<file path="config.mk">
export PLATFORM = sky130hd
export DESIGN_NAME = sd_spi_target_flat
export DESIGN_NICKNAME = d
export VERILOG_FILES = /design/src/rtl/sd_spi_pkg.sv /design/src/rtl/sd_spi_target_if.sv /design/src/rtl/spi_sync_edge.sv /design/src/rtl/sd_spi_target.sv /design/src/flat_wrapper.sv
export SDC_FILE = /design/constraint.sdc
export NUM_CORES = 1
export LEC_CHECK = 0
export CORE_MARGIN = 4
export CORE_UTILIZATION = 25
export DETAILED_ROUTE_END_ITERATION = 8
export SETUP_SLACK_MARGIN = 0.4
export SYNTH_ARGS = -nofsm -noshare
export SYNTH_HDL_FRONTEND = slang
export SYNTH_SLANG_ARGS = --single-unit
</file>
<file path="constraint.sdc">
create_clock -name CLKX4 -period 2.08 [get_ports CLKX4]
set_input_delay 0.52 -clock CLKX4 [delete_from_list [all_inputs] [get_ports CLKX4]]
set_output_delay 0.52 -clock CLKX4 [all_outputs]
set_load 0.01 [all_outputs]
</file>
<file path="src/rtl/sd_spi_pkg.sv">
// rtl/sd_spi_pkg.sv - shared types, constants and CRC7 step for the SD SPI target
package sd_spi_pkg;

  // Command framer: waiting for a start byte, collecting the argument, awaiting the CRC byte.
  typedef enum logic [1:0] {
    IDLE = 2'd0,
    ARG  = 2'd1,
    CRC  = 2'd2
  } framer_state_e;

  localparam logic [1:0] CMD_START_BITS = 2'b01;
  localparam logic [6:0] CRC7_POLY      = 7'h09;

  // One serial step of the SD CRC7 (x^7 + x^3 + 1), MSB-first data.
  function automatic logic [6:0] crc7_next(input logic [6:0] crc, input logic data_bit);
    logic fb;
    fb = crc[6] ^ data_bit;
    crc7_next = {crc[5:0], 1'b0} ^ (fb ? CRC7_POLY : 7'h00);
  endfunction

endpackage

</file>
<file path="src/rtl/sd_spi_target_if.sv">
// rtl/sd_spi_target_if.sv - SPI line and host-side stream bundle for sd_spi_target
// slave modport: the card side (sd_spi_target). master modport: whoever drives SPI and TX.
//   SPI:  SCLK, MOSI, nCS (to card), MISO (from card)
//   RX:   RX_DATA/RX_VALID byte stream, CMD_VALID/CMD_INDEX/CMD_ARG/CMD_CRC_OK frames
//   TX:   TX_DATA/TX_VALID offered by host, TX_READY pulses on consumption
interface sd_spi_target_if;
  logic        SCLK;
  logic        MOSI;
  logic        nCS;
  logic        MISO;
  logic [7:0]  RX_DATA;
  logic        RX_VALID;
  logic        CMD_VALID;
  logic [5:0]  CMD_INDEX;
  logic [31:0] CMD_ARG;
  logic        CMD_CRC_OK;
  logic [7:0]  TX_DATA;
  logic        TX_VALID;
  logic        TX_READY;

  modport slave (
    input  SCLK, MOSI, nCS, TX_DATA, TX_VALID,
    output MISO, RX_DATA, RX_VALID, CMD_VALID, CMD_INDEX, CMD_ARG, CMD_CRC_OK, TX_READY
  );

  modport master (
    output SCLK, MOSI, nCS, TX_DATA, TX_VALID,
    input  MISO, RX_DATA, RX_VALID, CMD_VALID, CMD_INDEX, CMD_ARG, CMD_CRC_OK, TX_READY
  );
endinterface

</file>
<file path="src/rtl/spi_sync_edge.sv">
// rtl/spi_sync_edge.sv - 2-FF synchroniser with single-cycle rise/fall pulses
// Ports: clk_i, rst_i (sync, active-high), async_i (raw line),
//        sync_o (synchronised level), rise_o / fall_o (one-cycle edge pulses).
module spi_sync_edge #(
  parameter logic RESET_VAL = 1'b0
) (
  input  logic clk_i,
  input  logic rst_i,
  input  logic async_i,
  output logic sync_o,
  output logic rise_o,
  output logic fall_o
);
  logic meta_q, sync_q, prev_q;

  // Reset to the line's idle level so no spurious edge is seen coming out of reset.
  always_ff @(posedge clk_i) begin
    if (rst_i) begin
      meta_q <= RESET_VAL;
      sync_q <= RESET_VAL;
      prev_q <= RESET_VAL;
    end else begin
      meta_q <= async_i;
      sync_q <= meta_q;
      prev_q <= sync_q;
    end
  end

  assign sync_o = sync_q;
  assign rise_o = sync_q & ~prev_q;
  assign fall_o = ~sync_q & prev_q;
endmodule

</file>
<file path="src/rtl/sd_spi_target.sv">
// rtl/sd_spi_target.sv - SPI mode-0 SD card target: byte deserialiser, command framer, response serialiser
// Ports: CLKX4 (oversampling clock, >= 4x SCLK), RESET (sync, active-high),
//        bus (sd_spi_target_if.slave): SPI lines, received bytes/commands, response stream.
module sd_spi_target
  import sd_spi_pkg::*;
#(
  parameter int         NCR_BYTES = 1,
  parameter logic [7:0] FILL_BYTE = 8'hFF
) (
  input  logic            CLKX4,
  input  logic            RESET,
  sd_spi_target_if.slave  bus
);
  localparam logic [3:0] NCR_LOAD = 4'(NCR_BYTES);

  logic sclk_level_unused, sclk_rise, sclk_fall;
  logic ncs_sync, ncs_rise_unused, ncs_fall;
  logic mosi_meta_q, mosi_sync_q;

  spi_sync_edge #(.RESET_VAL(1'b0)) u_sclk_sync (
    .clk_i(CLKX4), .rst_i(RESET), .async_i(bus.SCLK),
    .sync_o(sclk_level_unused), .rise_o(sclk_rise), .fall_o(sclk_fall)
  );

  spi_sync_edge #(.RESET_VAL(1'b1)) u_ncs_sync (
    .clk_i(CLKX4), .rst_i(RESET), .async_i(bus.nCS),
    .sync_o(ncs_sync), .rise_o(ncs_rise_unused), .fall_o(ncs_fall)
  );

  framer_state_e state_q, state_d;
  logic [1:0]  k_q, k_d;
  logic [5:0]  idx_q, idx_d;
  logic [31:0] arg_q, arg_d;
  logic [6:0]  crc_q, crc_d;
  logic [2:0]  bit_cnt_q, bit_cnt_d;
  logic [7:0]  rx_sr_q, rx_sr_d;
  logic [7:0]  rx_data_q, rx_data_d;
  logic        rx_valid_q, rx_valid_d;
  logic        cmd_valid_q, cmd_valid_d;
  logic [5:0]  cmd_index_q, cmd_index_d;
  logic [31:0] cmd_arg_q, cmd_arg_d;
  logic        cmd_crc_ok_q, cmd_crc_ok_d;
  logic [7:0]  tx_sr_q, tx_sr_d;
  logic        miso_q, miso_d;
  logic [3:0]  ncr_q, ncr_d;

  logic [7:0]  rx_byte;
  logic [6:0]  crc_upd;
  logic        byte_done, cmd_done, tx_take;

  always_ff @(posedge CLKX4) begin
    if (RESET) begin
      mosi_meta_q  <= 1'b1;
      mosi_sync_q  <= 1'b1;
      state_q      <= IDLE;
      k_q          <= '0;
      idx_q        <= '0;
      arg_q        <= '0;
      crc_q        <= '0;
      bit_cnt_q    <= '0;
      rx_sr_q      <= '0;
      rx_data_q    <= '0;
      rx_valid_q   <= 1'b0;
      cmd_valid_q  <= 1'b0;
      cmd_index_q  <= '0;
      cmd_arg_q    <= '0;
      cmd_crc_ok_q <= 1'b0;
      tx_sr_q      <= FILL_BYTE;
      miso_q       <= 1'b1;
      ncr_q        <= '0;
    end else begin
      mosi_meta_q  <= bus.MOSI;
      mosi_sync_q  <= mosi_meta_q;
      state_q      <= state_d;
      k_q          <= k_d;
      idx_q        <= idx_d;
      arg_q        <= arg_d;
      crc_q        <= crc_d;
      bit_cnt_q    <= bit_cnt_d;
      rx_sr_q      <= rx_sr_d;
      rx_data_q    <= rx_data_d;
      rx_valid_q   <= rx_valid_d;
      cmd_valid_q  <= cmd_valid_d;
      cmd_index_q  <= cmd_index_d;
      cmd_arg_q    <= cmd_arg_d;
      cmd_crc_ok_q <= cmd_crc_ok_d;
      tx_sr_q      <= tx_sr_d;
      miso_q       <= miso_d;
      ncr_q        <= ncr_d;
    end
  end

  always_comb begin
    state_d      = state_q;
    k_d          = k_q;
    idx_d        = idx_q;
    arg_d        = arg_q;
    crc_d        = crc_q;
    bit_cnt_d    = bit_cnt_q;
    rx_sr_d      = rx_sr_q;
    rx_data_d    = rx_data_q;
    rx_valid_d   = 1'b0;
    cmd_valid_d  = 1'b0;
    cmd_index_d  = cmd_index_q;
    cmd_arg_d    = cmd_arg_q;
    cmd_crc_ok_d = cmd_crc_ok_q;
    tx_sr_d      = tx_sr_q;
    miso_d       = miso_q;
    ncr_d        = ncr_q;
    cmd_done     = 1'b0;
    tx_take      = 1'b0;

    rx_byte   = {rx_sr_q[6:0], mosi_sync_q};
    byte_done = sclk_rise && !ncs_sync && (bit_cnt_q == 3'd7);

    // CRC runs over bytes 0-4; a new frame starts from zero.
    crc_upd = (state_q == IDLE) ? 7'h00 : crc_q;
    for (int i = 7; i >= 0; i--) begin
      crc_upd = crc7_next(crc_upd, rx_byte[i]);
    end

    if (sclk_rise && !ncs_sync) begin
      rx_sr_d   = rx_byte;
      bit_cnt_d = bit_cnt_q + 3'd1;
    end

    if (sclk_fall && !ncs_sync) begin
      miso_d  = tx_sr_q[7];
      tx_sr_d = {tx_sr_q[6:0], 1'b1};
    end

    if (byte_done) begin
      rx_data_d  = rx_byte;
      rx_valid_d = 1'b1;
      case (state_q)
        IDLE: begin
          if (rx_byte[7:6] == CMD_START_BITS) begin
            state_d = ARG;
            k_d     = 2'd0;
            idx_d   = rx_byte[5:0];
            crc_d   = crc_upd;
          end
        end
        ARG: begin
          arg_d = {arg_q[23:0], rx_byte};
          crc_d = crc_upd;
          k_d   = k_q + 2'd1;
          if (k_q == 2'd3) state_d = CRC;
        end
        CRC: begin
          cmd_valid_d  = 1'b1;
          cmd_index_d  = idx_q;
          cmd_arg_d    = arg_q;
          cmd_crc_ok_d = (rx_byte[7:1] == crc_q) && rx_byte[0];
          cmd_done     = 1'b1;
          state_d      = IDLE;
        end
        default: state_d = IDLE;
      endcase

      // The NCR load and its first decrement share this boundary, so the
      // byte right after the CRC byte is already a fill byte.
      if (cmd_done) begin
        tx_sr_d = FILL_BYTE;
        ncr_d   = NCR_LOAD - 4'd1;
      end else if (ncr_q != 4'd0) begin
        tx_sr_d = FILL_BYTE;
        ncr_d   = ncr_q - 4'd1;
      end else if (bus.TX_VALID) begin
        tx_sr_d = bus.TX_DATA;
        tx_take = 1'b1;
      end else begin
        tx_sr_d = FILL_BYTE;
      end
    end

    if (ncs_fall) begin
      tx_sr_d = FILL_BYTE;
      miso_d  = 1'b1;
    end

    // Deselected: drop any partial byte/frame and pending NCR fill.
    if (ncs_sync) begin
      bit_cnt_d = 3'd0;
      state_d   = IDLE;
      ncr_d     = 4'd0;
      miso_d    = 1'b1;
    end
  end

  assign bus.MISO       = miso_q | ncs_sync;
  assign bus.RX_DATA    = rx_data_q;
  assign bus.RX_VALID   = rx_valid_q;
  assign bus.CMD_VALID  = cmd_valid_q;
  assign bus.CMD_INDEX  = cmd_index_q;
  assign bus.CMD_ARG    = cmd_arg_q;
  assign bus.CMD_CRC_OK = cmd_crc_ok_q;
  assign bus.TX_READY   = tx_take & ~RESET;
endmodule
</file>
<file path="src/flat_wrapper.sv">
// flat-port wrapper written by rule: the top's interface ports become plain ports
module sd_spi_target_flat import sd_spi_pkg::*;
#(
  parameter int         NCR_BYTES = 1,
  parameter logic [7:0] FILL_BYTE = 8'hFF
)
  (CLKX4, RESET, bus_SCLK, bus_MOSI, bus_nCS, bus_TX_DATA, bus_TX_VALID, bus_MISO, bus_RX_DATA, bus_RX_VALID, bus_CMD_VALID, bus_CMD_INDEX, bus_CMD_ARG, bus_CMD_CRC_OK, bus_TX_READY);
  sd_spi_target_if bus_i ();
  input  logic CLKX4;
  input  logic RESET;
  input wire logic [$bits(bus_i.SCLK)-1:0] bus_SCLK;
  input wire logic [$bits(bus_i.MOSI)-1:0] bus_MOSI;
  input wire logic [$bits(bus_i.nCS)-1:0] bus_nCS;
  input wire logic [$bits(bus_i.TX_DATA)-1:0] bus_TX_DATA;
  input wire logic [$bits(bus_i.TX_VALID)-1:0] bus_TX_VALID;
  output wire logic [$bits(bus_i.MISO)-1:0] bus_MISO;
  output wire logic [$bits(bus_i.RX_DATA)-1:0] bus_RX_DATA;
  output wire logic [$bits(bus_i.RX_VALID)-1:0] bus_RX_VALID;
  output wire logic [$bits(bus_i.CMD_VALID)-1:0] bus_CMD_VALID;
  output wire logic [$bits(bus_i.CMD_INDEX)-1:0] bus_CMD_INDEX;
  output wire logic [$bits(bus_i.CMD_ARG)-1:0] bus_CMD_ARG;
  output wire logic [$bits(bus_i.CMD_CRC_OK)-1:0] bus_CMD_CRC_OK;
  output wire logic [$bits(bus_i.TX_READY)-1:0] bus_TX_READY;
  assign bus_i.SCLK = bus_SCLK;
  assign bus_i.MOSI = bus_MOSI;
  assign bus_i.nCS = bus_nCS;
  assign bus_i.TX_DATA = bus_TX_DATA;
  assign bus_i.TX_VALID = bus_TX_VALID;
  assign bus_MISO = bus_i.MISO;
  assign bus_RX_DATA = bus_i.RX_DATA;
  assign bus_RX_VALID = bus_i.RX_VALID;
  assign bus_CMD_VALID = bus_i.CMD_VALID;
  assign bus_CMD_INDEX = bus_i.CMD_INDEX;
  assign bus_CMD_ARG = bus_i.CMD_ARG;
  assign bus_CMD_CRC_OK = bus_i.CMD_CRC_OK;
  assign bus_TX_READY = bus_i.TX_READY;
  sd_spi_target #(.NCR_BYTES(NCR_BYTES), .FILL_BYTE(FILL_BYTE)) u_core (.CLKX4(CLKX4), .RESET(RESET), .bus(bus_i));
endmodule
</file>
* Yosys cells after proc, flatten, opt, wreduce, memory -nomap -nowiden
Cells that the tools add are included.
** Word-level totals
- Flip-flop bits (word level) :: 129
- Input bits :: 14
- Output and inout bits :: 51
- Logic and storage cells :: 111
** Operators by class
- Add/sub/neg operators :: 3
- Eq/ne operators :: 8
- Mux-type cells :: 30
- Bitwise gates (word level) :: 26
- Reduce and logical (&&, ||, !) cells :: 20
** Operators by type and width (number)
- $xor 7x7->7 :: 8
- $mux 4 :: 10
- $mux 8 :: 5
- $mux 7 :: 2
- $pmux 7 s2 :: 1
- $reduce_and 3->1 :: 3
- $pmux 2 s2 :: 2
- $xor 1x1->1 :: 8
- $eq 7x7->1 :: 1
- $mux 1 :: 7
- $mux 2 :: 3
- $reduce_and 2->1 :: 3
- $reduce_bool 2->1 :: 3
- $reduce_or 2->1 :: 3
- $not 1->1 :: 5
- $and 1x1->1 :: 4
- $eq 2x1->1 const B :: 2
- $eq 2x2->1 const B :: 2
- $logic_and 1x1->1 :: 4
- $reduce_bool 4->1 :: 1
- $sub 4x1->4 const B :: 1
- $add 3x1->3 const B :: 1
- $eq 3x3->1 const B :: 1
- $reduce_or 3->1 :: 1
- 6 further kinds :: 6

* Longest topological paths before layout
Gate-level depths: netlist (run 1).
- Word-level depth :: 28
- Mapped depth :: 8
- Gate-level depth less buffers :: 6

* Modules after synthesis
From an unflattened synthesis (run 1), not the netlist that was laid out.
** Second synthesis, totals
- Cells, all modules :: 598
- Area total of the unflattened synthesis :: 5147.4 sq um
** By module, submodules not included
- sd_spi_target :: instances 1, cells an instance 582, area an instance 4963.5 sq um, seq. area each 2462.4 sq um
- spi_sync_edge (u_core.u_ncs_sync) :: instances 1, cells an instance 8, area an instance 92.6 sq um, seq. area each 60.1 sq um
- spi_sync_edge (u_core.u_sclk_sync) :: instances 1, cells an instance 8, area an instance 91.3 sq um, seq. area each 60.1 sq um

* Least setup slack after synthesis (run 1)
OpenSTA, ideal clock, no wires.
- Path kind :: register to output
- Start point :: register u_core.bit_cnt_q[0]
- End point :: output port bus_TX_READY
- Arrival time :: 1.445 ns
- Required time :: 1.560 ns
- Path slack :: 0.115 ns
- Cell stages (with the launch flop) :: 7
- Buffers on the path :: 2
- Cells stage by stage :: dfxtp_1 -> ha_1 -> ha_1 -> nand4bb_1 -> buf_2 -> buf_1 -> nor3_1
** Between the ends
- Cells in the longest elaborated chain, start to end :: 4
** RTL lines
- start: declaration :: line sd_spi_target.sv:35 : logic [2:0] bit_cnt_q, bit_cnt_d;
- start signal: assignment :: line sd_spi_target.sv:79 : bit_cnt_q <= bit_cnt_d;
- $eq 3x3->1 :: line sd_spi_target.sv:114 : byte_done = sclk_rise && !ncs_sync && (bit_cnt_q == 3'd7);
- $logic_and 1x1->1 :: line sd_spi_target.sv:114
- $mux 1 :: line sd_spi_target.sv:132 : if (byte_done) begin
- $and 1x1->1 :: line sd_spi_target.sv:198 : assign bus.TX_READY = tx_take & ~RESET;
- end: declaration :: line flat_wrapper.sv:23 : output wire logic [$bits(bus_i.TX_READY)-1:0] bus_TX_READY;
No other way between the ends.

* Final worst setup path (run 1)
- Start point :: register u_core.bit_cnt_q[1]
- End point :: output port bus_TX_READY
Same word-level chain as after synthesis.

==> impl_metrics.tcl, run 1 <==
set metrics [dict create \
    firstDrtPassIters 5 \
    root_buffer "clkbuf_16" \
    layout-drive-gt1-share 0.408 \
    rr_worst_depth 12 \
    num_rows 51 \
    cts_tree "done" \
    grt.overflow.total 0 \
    pin_count 65 \
    tightestPinTransition_ps 562 \
    syn_area_per_cell_um2 8.53 \
    cp.arrival_ps 1490 \
    dr_total_vias 4521 \
    synth_seq_cells 129 \
    slew_headroom 0.625 \
    grt_pass1_wl_um 21600 \
    avgViaCountPerCell 4.62 \
    status "finished, final reports clean" \
    dp_hpwl_um 8070 \
    fin_crit_sh 0.969 \
    drtIter0Drc 229 \
    power_leakage_nw 3.84 \
    switchingPower_w 0.00130 \
    ant_nets 0 \
    grt_max_degree 78 \
    endpoint_kind "primary output" \
    clk_latency_ps 430 \
    grt.total_usage 0.123 \
    yosys-top-cells-area "dfxtp_1 51%, nand2_1 12%, a21oi_1 8.3%, mux2i_1 3.4%, xnor2_1 2.4%" \
    initial_utilization 0.257 \
    clock.fmax_mhz 496 \
    critPathMaxFanout 2 \
    cap_violations 0 \
    ys.flop_type "dfxtp_1" \
    place_area_mm2 0.00616 \
    syn-instance-count 595 \
    drv_slew 0 \
    die_area_mm2 0.0226 \
    pwr-share-comb 0.020 \
    synthArstFlopShare 0 \
    timing.final.hold_violations 0 \
    rsz0062_at_grt "true" \
    core_mm2 0.0197 \
    n_fill_cell 1877 \
    die_h_um 150 \
    fin_area_mm2 0.00830 \
    synthDominantCellAreaShare 0.509 \
    busiest_layer "met2" \
    syn_nets 614 \
    synth_top_area_cell "dfxtp_1" \
    hold_path_depth 1 \
    period_needed_ps 2010 \
    cts_sinks 129 \
    fin_skew_ps 11.1 \
    port_buffers 64 \
    dp_slack_ps -268 \
    gp_congestion 0.810 \
    pwr-share-clk 0.539 \
    grt_pass1_vias 4161 \
    setup_viol 0 \
    synth-edff-count 0 \
    n_antenna_cell 0 \
    clkTransAtPathRegs_ps 60 \
    worstSetupPathType "flop to primary output" \
    power_density_mw_per_mm2 679 \
    numCtsBuffers 17 \
    synth_seq_area_share 0.509 \
    syn2layout_area_growth_pct 63.5 \
    start_kind "flop" \
    seq_power_share 0.441 \
    use_met1 0.162 \
    drc 0 \
    synth_warnings 0 \
    htree_num_levels 4 \
    gr-usage-met2 0.187 \
    synth_area_mm2 0.00507 \
    grt_antenna_before_repair 0 \
    swShare 0.232 \
    synth_cell_types 43 \
    max-vdd-ir-drop_v 0.000387 \
    nNetsFinal 719 \
    met3_usage 0.0400 \
    clockBufferDepth 2 \
    die_w_um 150 \
    required_ps 1560 \
    fin_ws_ps 65.1 \
    p_int_w 0.00433 \
    routed_wl_um 15100 \
    wire_per_inst_um 15.4 \
    worstHoldPathType "flop to flop" \
]
[per-layer routing]
layer  share of wire  wire, µm  vias to the layer above
li1                -         -                     2204
met1            0.44      6710                     2200
met2            0.49      7390                       90
met3           0.047       712                       27
met4           0.019       283                        0
met5               0         0                        -
[sequential cells by signal, summed over array words and instances, names as in the netlist, 4 cells and up]
signal                count
u_core.arg_q             32
u_core.bus.CMD_ARG       32
u_core.bus.CMD_INDEX      6
u_core.bus.RX_DATA        8
u_core.crc_q              7
u_core.idx_q              6
u_core.ncr_q              4
u_core.rx_sr_q            7
u_core.tx_sr_q            8
[cells by family (layout without fill, tap and decap cells)]
logic type	Yosys count	after routing	synth area share
xor gates and xnor gates	22	22	0.0488
DFF	129	129	0.509
AOI/OAI and AO/OA	123	123	0.139
buffers and inverters	50	168	0.0417
and+or+nand+nor	248	248	0.214
adders and majority gates	5	5	0.0123
muxes	18	18	0.0357
[worst paths after layout]
| check | startpoint | slack [ps] | endpoint |
|---|---|---|---|
| worst min-delay path | u_core.mosi_meta_q | 410 | u_core.mosi_sync_q |
| worst max register to register | u_core.bit_cnt_q[1] | 110 | u_core.ncr_q[3] |
| worst max-delay path | u_core.bit_cnt_q[1] | 70 | bus_TX_READY |
| worst min register to register | u_core.mosi_meta_q | 410 | u_core.mosi_sync_q |
[cells in the mapped netlist, types with 6 or more instances]
master,number
nor2_1,32
buf_2,13
xnor2_1,14
o21ai_0,18
dfxtp_1,129
or3_1,6
a21oi_1,84
nor2b_1,6
or2_2,7
clkbuf_1,30
nand2_1,168
a221oi_1,7
mux2i_1,17
[metrics by stage]
| step | hold slack, ps | util | power, W | instances | TNS (ps) |
|---|---|---|---|---|---|
| floorplan | 389 | - | 0.00259 | 595 | 0 |
| global placement | 397 | 0.312 | 0.00264 | 904 | -249 |
| detailed placement | 398 | 0.312 | 0.00264 | 904 | -268 |
| CTS | 412 | 0.360 | 0.00567 | 956 | 0 |
| global route | 424 | 0.421 | 0.00581 | 978 | -18.4 |
| finish | 407 | 0.421 | 0.00564 | 978 | 0 |
[area by class of cell]
| type | instances | area, µm² | area share |
|---|---|---|---|
| Clock inverter | 14 | 169 | 0.0204 |
| Inverter | 5 | 18.8 | 0.00226 |
| Sequential cell | 129 | 2590 | 0.312 |
| Clock buffer | 18 | 429 | 0.0517 |
| Tap cell | 265 | 332 | 0.0400 |
| Timing Repair Buffer | 131 | 1510 | 0.181 |
| Multi-Input combinational cell | 416 | 3250 | 0.392 |
[cell usage in the layout (no fill, tap or decap), types with 3 or more instances in the layout]
cell type        count
a211oi_2             4
a21oi_1             12
a21oi_2             72
a221oi_2             7
buf_12               7
buf_16               7
buf_4               28
buf_6               18
clkbuf_16           24
clkdlybuf4s50_1     12
clkinv_4             3
dfxtp_1            126
dlygate4sd2_1       49
ha_4                 3
inv_1                5
inv_6                6
mux2i_1             17
nand2_1             97
nand2_2             10
nand2_4             60
nand3b_1             5
nand4_1              4
nor2_1              28
nor2_4               3
nor2b_1              6
o21ai_0             15
o21ai_1              3
or2_2                6
or3_1                4
xnor2_1             14
xnor3_1              4
xor2_1               4
[worst max-delay path: stages, from the launching register on]
cell       delay, ps
dfxtp_2          350
ha_4             140
ha_4             140
nand4bb_4        140
nor3_4           170
buf_2            150
[power by group through the flow]
stage	Combinational (W)	Sequential, W	Clock, W
after floorplan	0.0000550	0.00254	0
after global placement	0.0000994	0.00254	0
after detailed placement	0.0000992	0.00254	0
after CTS	0.000100	0.00248	0.00309
after global routing	0.000124	0.00248	0.00321
final	0.000114	0.00248	0.00304
[timing repair]
action	CTS	global route
hold buffers	0	0
setup buffers	13	14
pin swaps	13	100
gates cloned	7	8
resized for setup	92	235
endpoints found under the setup margin	111	82
No activity file was read; power rests on OpenSTA's default activity.
==> run 2: changes to the inputs <==
- REMOVE_ABC_BUFFERS: default -> 1
==> run 2 against run 1 <==
Net effect:
- total power increased by 2.4%
- die area unchanged
- clock-buffer cell count up 5
- critical endpoint is now u_core.crc_q[3]
==> impl_metrics.tcl, run 2 (synthesized netlist as in run 1, its figures left out) <==
set metrics [dict create \
    slew_headroom 0.517 \
    pin_count 65 \
    max_stage_delay_ps 420 \
    power_w 0.00577 \
    grt.total_usage 0.115 \
    worstHoldPathType "flop to flop" \
    dp_hpwl_um 7600 \
    stdcell_count 964 \
    power_density_mw_per_mm2 810 \
    path_cells "ha_4, ha_4, nand4bb_4, buf_4, buf_12, a211o_4, or4_4, o211ai_2" \
    clockBufferDepth 2 \
    period_needed_ps 1960 \
    numCtsBuffers 17 \
    initial_utilization 0.257 \
    cp_slowest_cell "or4_4" \
    core_mm2 0.0197 \
    nNetsFinal 705 \
    dp.cells 911 \
    die_h_um 150 \
    routed_wl_um 12800 \
    crit_path_frequent_cell "ha_4" \
    htree_num_levels 4 \
    ff2ff_setup_slack_ps 120 \
    fin_skew_ps 10.4 \
    syn2layout_area_growth_pct 40.3 \
    power_leakage_nw 2.67 \
    endpoint_kind "flop" \
    timing.final.hold_violations 0 \
    final_common_cell "nand2_1" \
    rr_worst_depth 8 \
    min_from "u_core.u_ncs_sync.meta_q" \
    met3_usage 0.0325 \
    fin_crit_sh 0.942 \
    r2r_start "u_core.bit_cnt_q[0]" \
    clk_latency_ps 420 \
    place_area_mm2 0.00611 \
    grt_antenna_before_repair 0 \
    max-vdd-ir-drop_v 0.000543 \
    final_cell_mix "168 x nand2_1, 126 x dfxtp_1, 77 x a21oi_1" \
    cp.arrival_ps 2310 \
    worstSetupPathType "flop to flop" \
    wire_per_inst_um 13.2 \
    use_met1 0.143 \
    layout-drive-gt1-share 0.187 \
    avgViaCountPerCell 4.46 \
    start_kind "flop" \
    grt.overflow.total 0 \
    dr_total_vias 4295 \
    rsz0062_at_grt "true" \
    gr-usage-met2 0.190 \
    num_rows 51 \
    ant_nets 0 \
    drv_slew 0 \
    clkTransAtPathRegs_ps 60 \
    firstDrtPassIters 4 \
    drc 0 \
    die_area_mm2 0.0226 \
    status "finished, final reports clean" \
    cts_sinks 129 \
    hold_end "u_core.u_ncs_sync.sync_o" \
    grt_pass1_wl_um 20500 \
    root_buffer "clkbuf_16" \
    gp_congestion 0.789 \
    clock.fmax_mhz 510 \
    grt_pass1_vias 4064 \
    rr_endpoint "u_core.crc_q[3]" \
    critPathMaxFanout 8 \
    busiest_layer "met2" \
    whs_ps 406 \
    setup_viol 0 \
    fin_area_mm2 0.00712 \
    die_w_um 150 \
    required_ps 2430 \
    cts_tree "done" \
    hold_path_depth 1 \
    tightestPinTransition_ps 725 \
    drtIter0Drc 214 \
    postCtsHoldBufs 0 \
    cap_violations 0 \
    n_antenna_cell 0 \
    grt_max_degree 67 \
    port_buffers 64 \
]
-- run 2: layout make-up --
cell class              instances  area, µm²
repair buffers                114       1060
multi-input cells             419       2480
well taps                     265        332
inverters                       5       18.8
clock inverters                 9        153
clock buffers                  23        488
fillers                      1995      12600
flip-flops and latches        129       2590
-- run 2: worst max-delay path: cells and delay by family, from the launching register on --
kind	cells	cell delay, ps
buffers and inverters	2	310
adders and majority gates	2	270
and+or+nand+nor	2	530
DFF	1	350
AOI/OAI and AO/OA	2	430
-- run 2: stage by stage --
stage | util | TNS, ps | setup slack [ps]
after floorplan | - | -32780 | -802
after global placement | 0.310 | -2920 | -273
after detailed placement | 0.310 | -4240 | -270
after CTS | 0.354 | 0 | 78.4
after global routing | 0.361 | 0 | 58.3
final | 0.361 | 0 | 121
-- run 2: report_power, final --
group	total (W)	switching [W]	internal [W]
sequential	0.00248	0.00000510	0.00248
clock	0.00318	0.00105	0.00213
combinational	0.000105	0.0000577	0.0000477
-- run 2: layer usage --
| metal | vias up | routed length, µm |
|---|---|---|
| met1 | 2046 | 5960 |
| li1 | 2165 | - |
| met4 | 0 | 211 |
| met2 | 69 | 6160 |
| met3 | 15 | 420 |
| met5 | - | 0 |
-- run 2: worst max path at each step --
stage	start	endpoint	slack, ps
global placement	bus_TX_VALID	bus_TX_READY	-270
floorplan	u_core.bit_cnt_q[0]	u_core.bus.CMD_ARG[0]	-800
CTS	u_core.bit_cnt_q[1]	bus_TX_READY	80
detailed placement	bus_TX_VALID	bus_TX_READY	-270
global route	u_core.bit_cnt_q[0]	bus_TX_READY	60
finish	u_core.bit_cnt_q[0]	u_core.crc_q[3]	120
-- run 2: what timing repair did --
item,4_1_cts,5_1_grt
gates cloned,2,1
buffers inserted,16,2
pin swaps,17,4
gates resized for setup,96,21
setup endpoints to repair,150,103
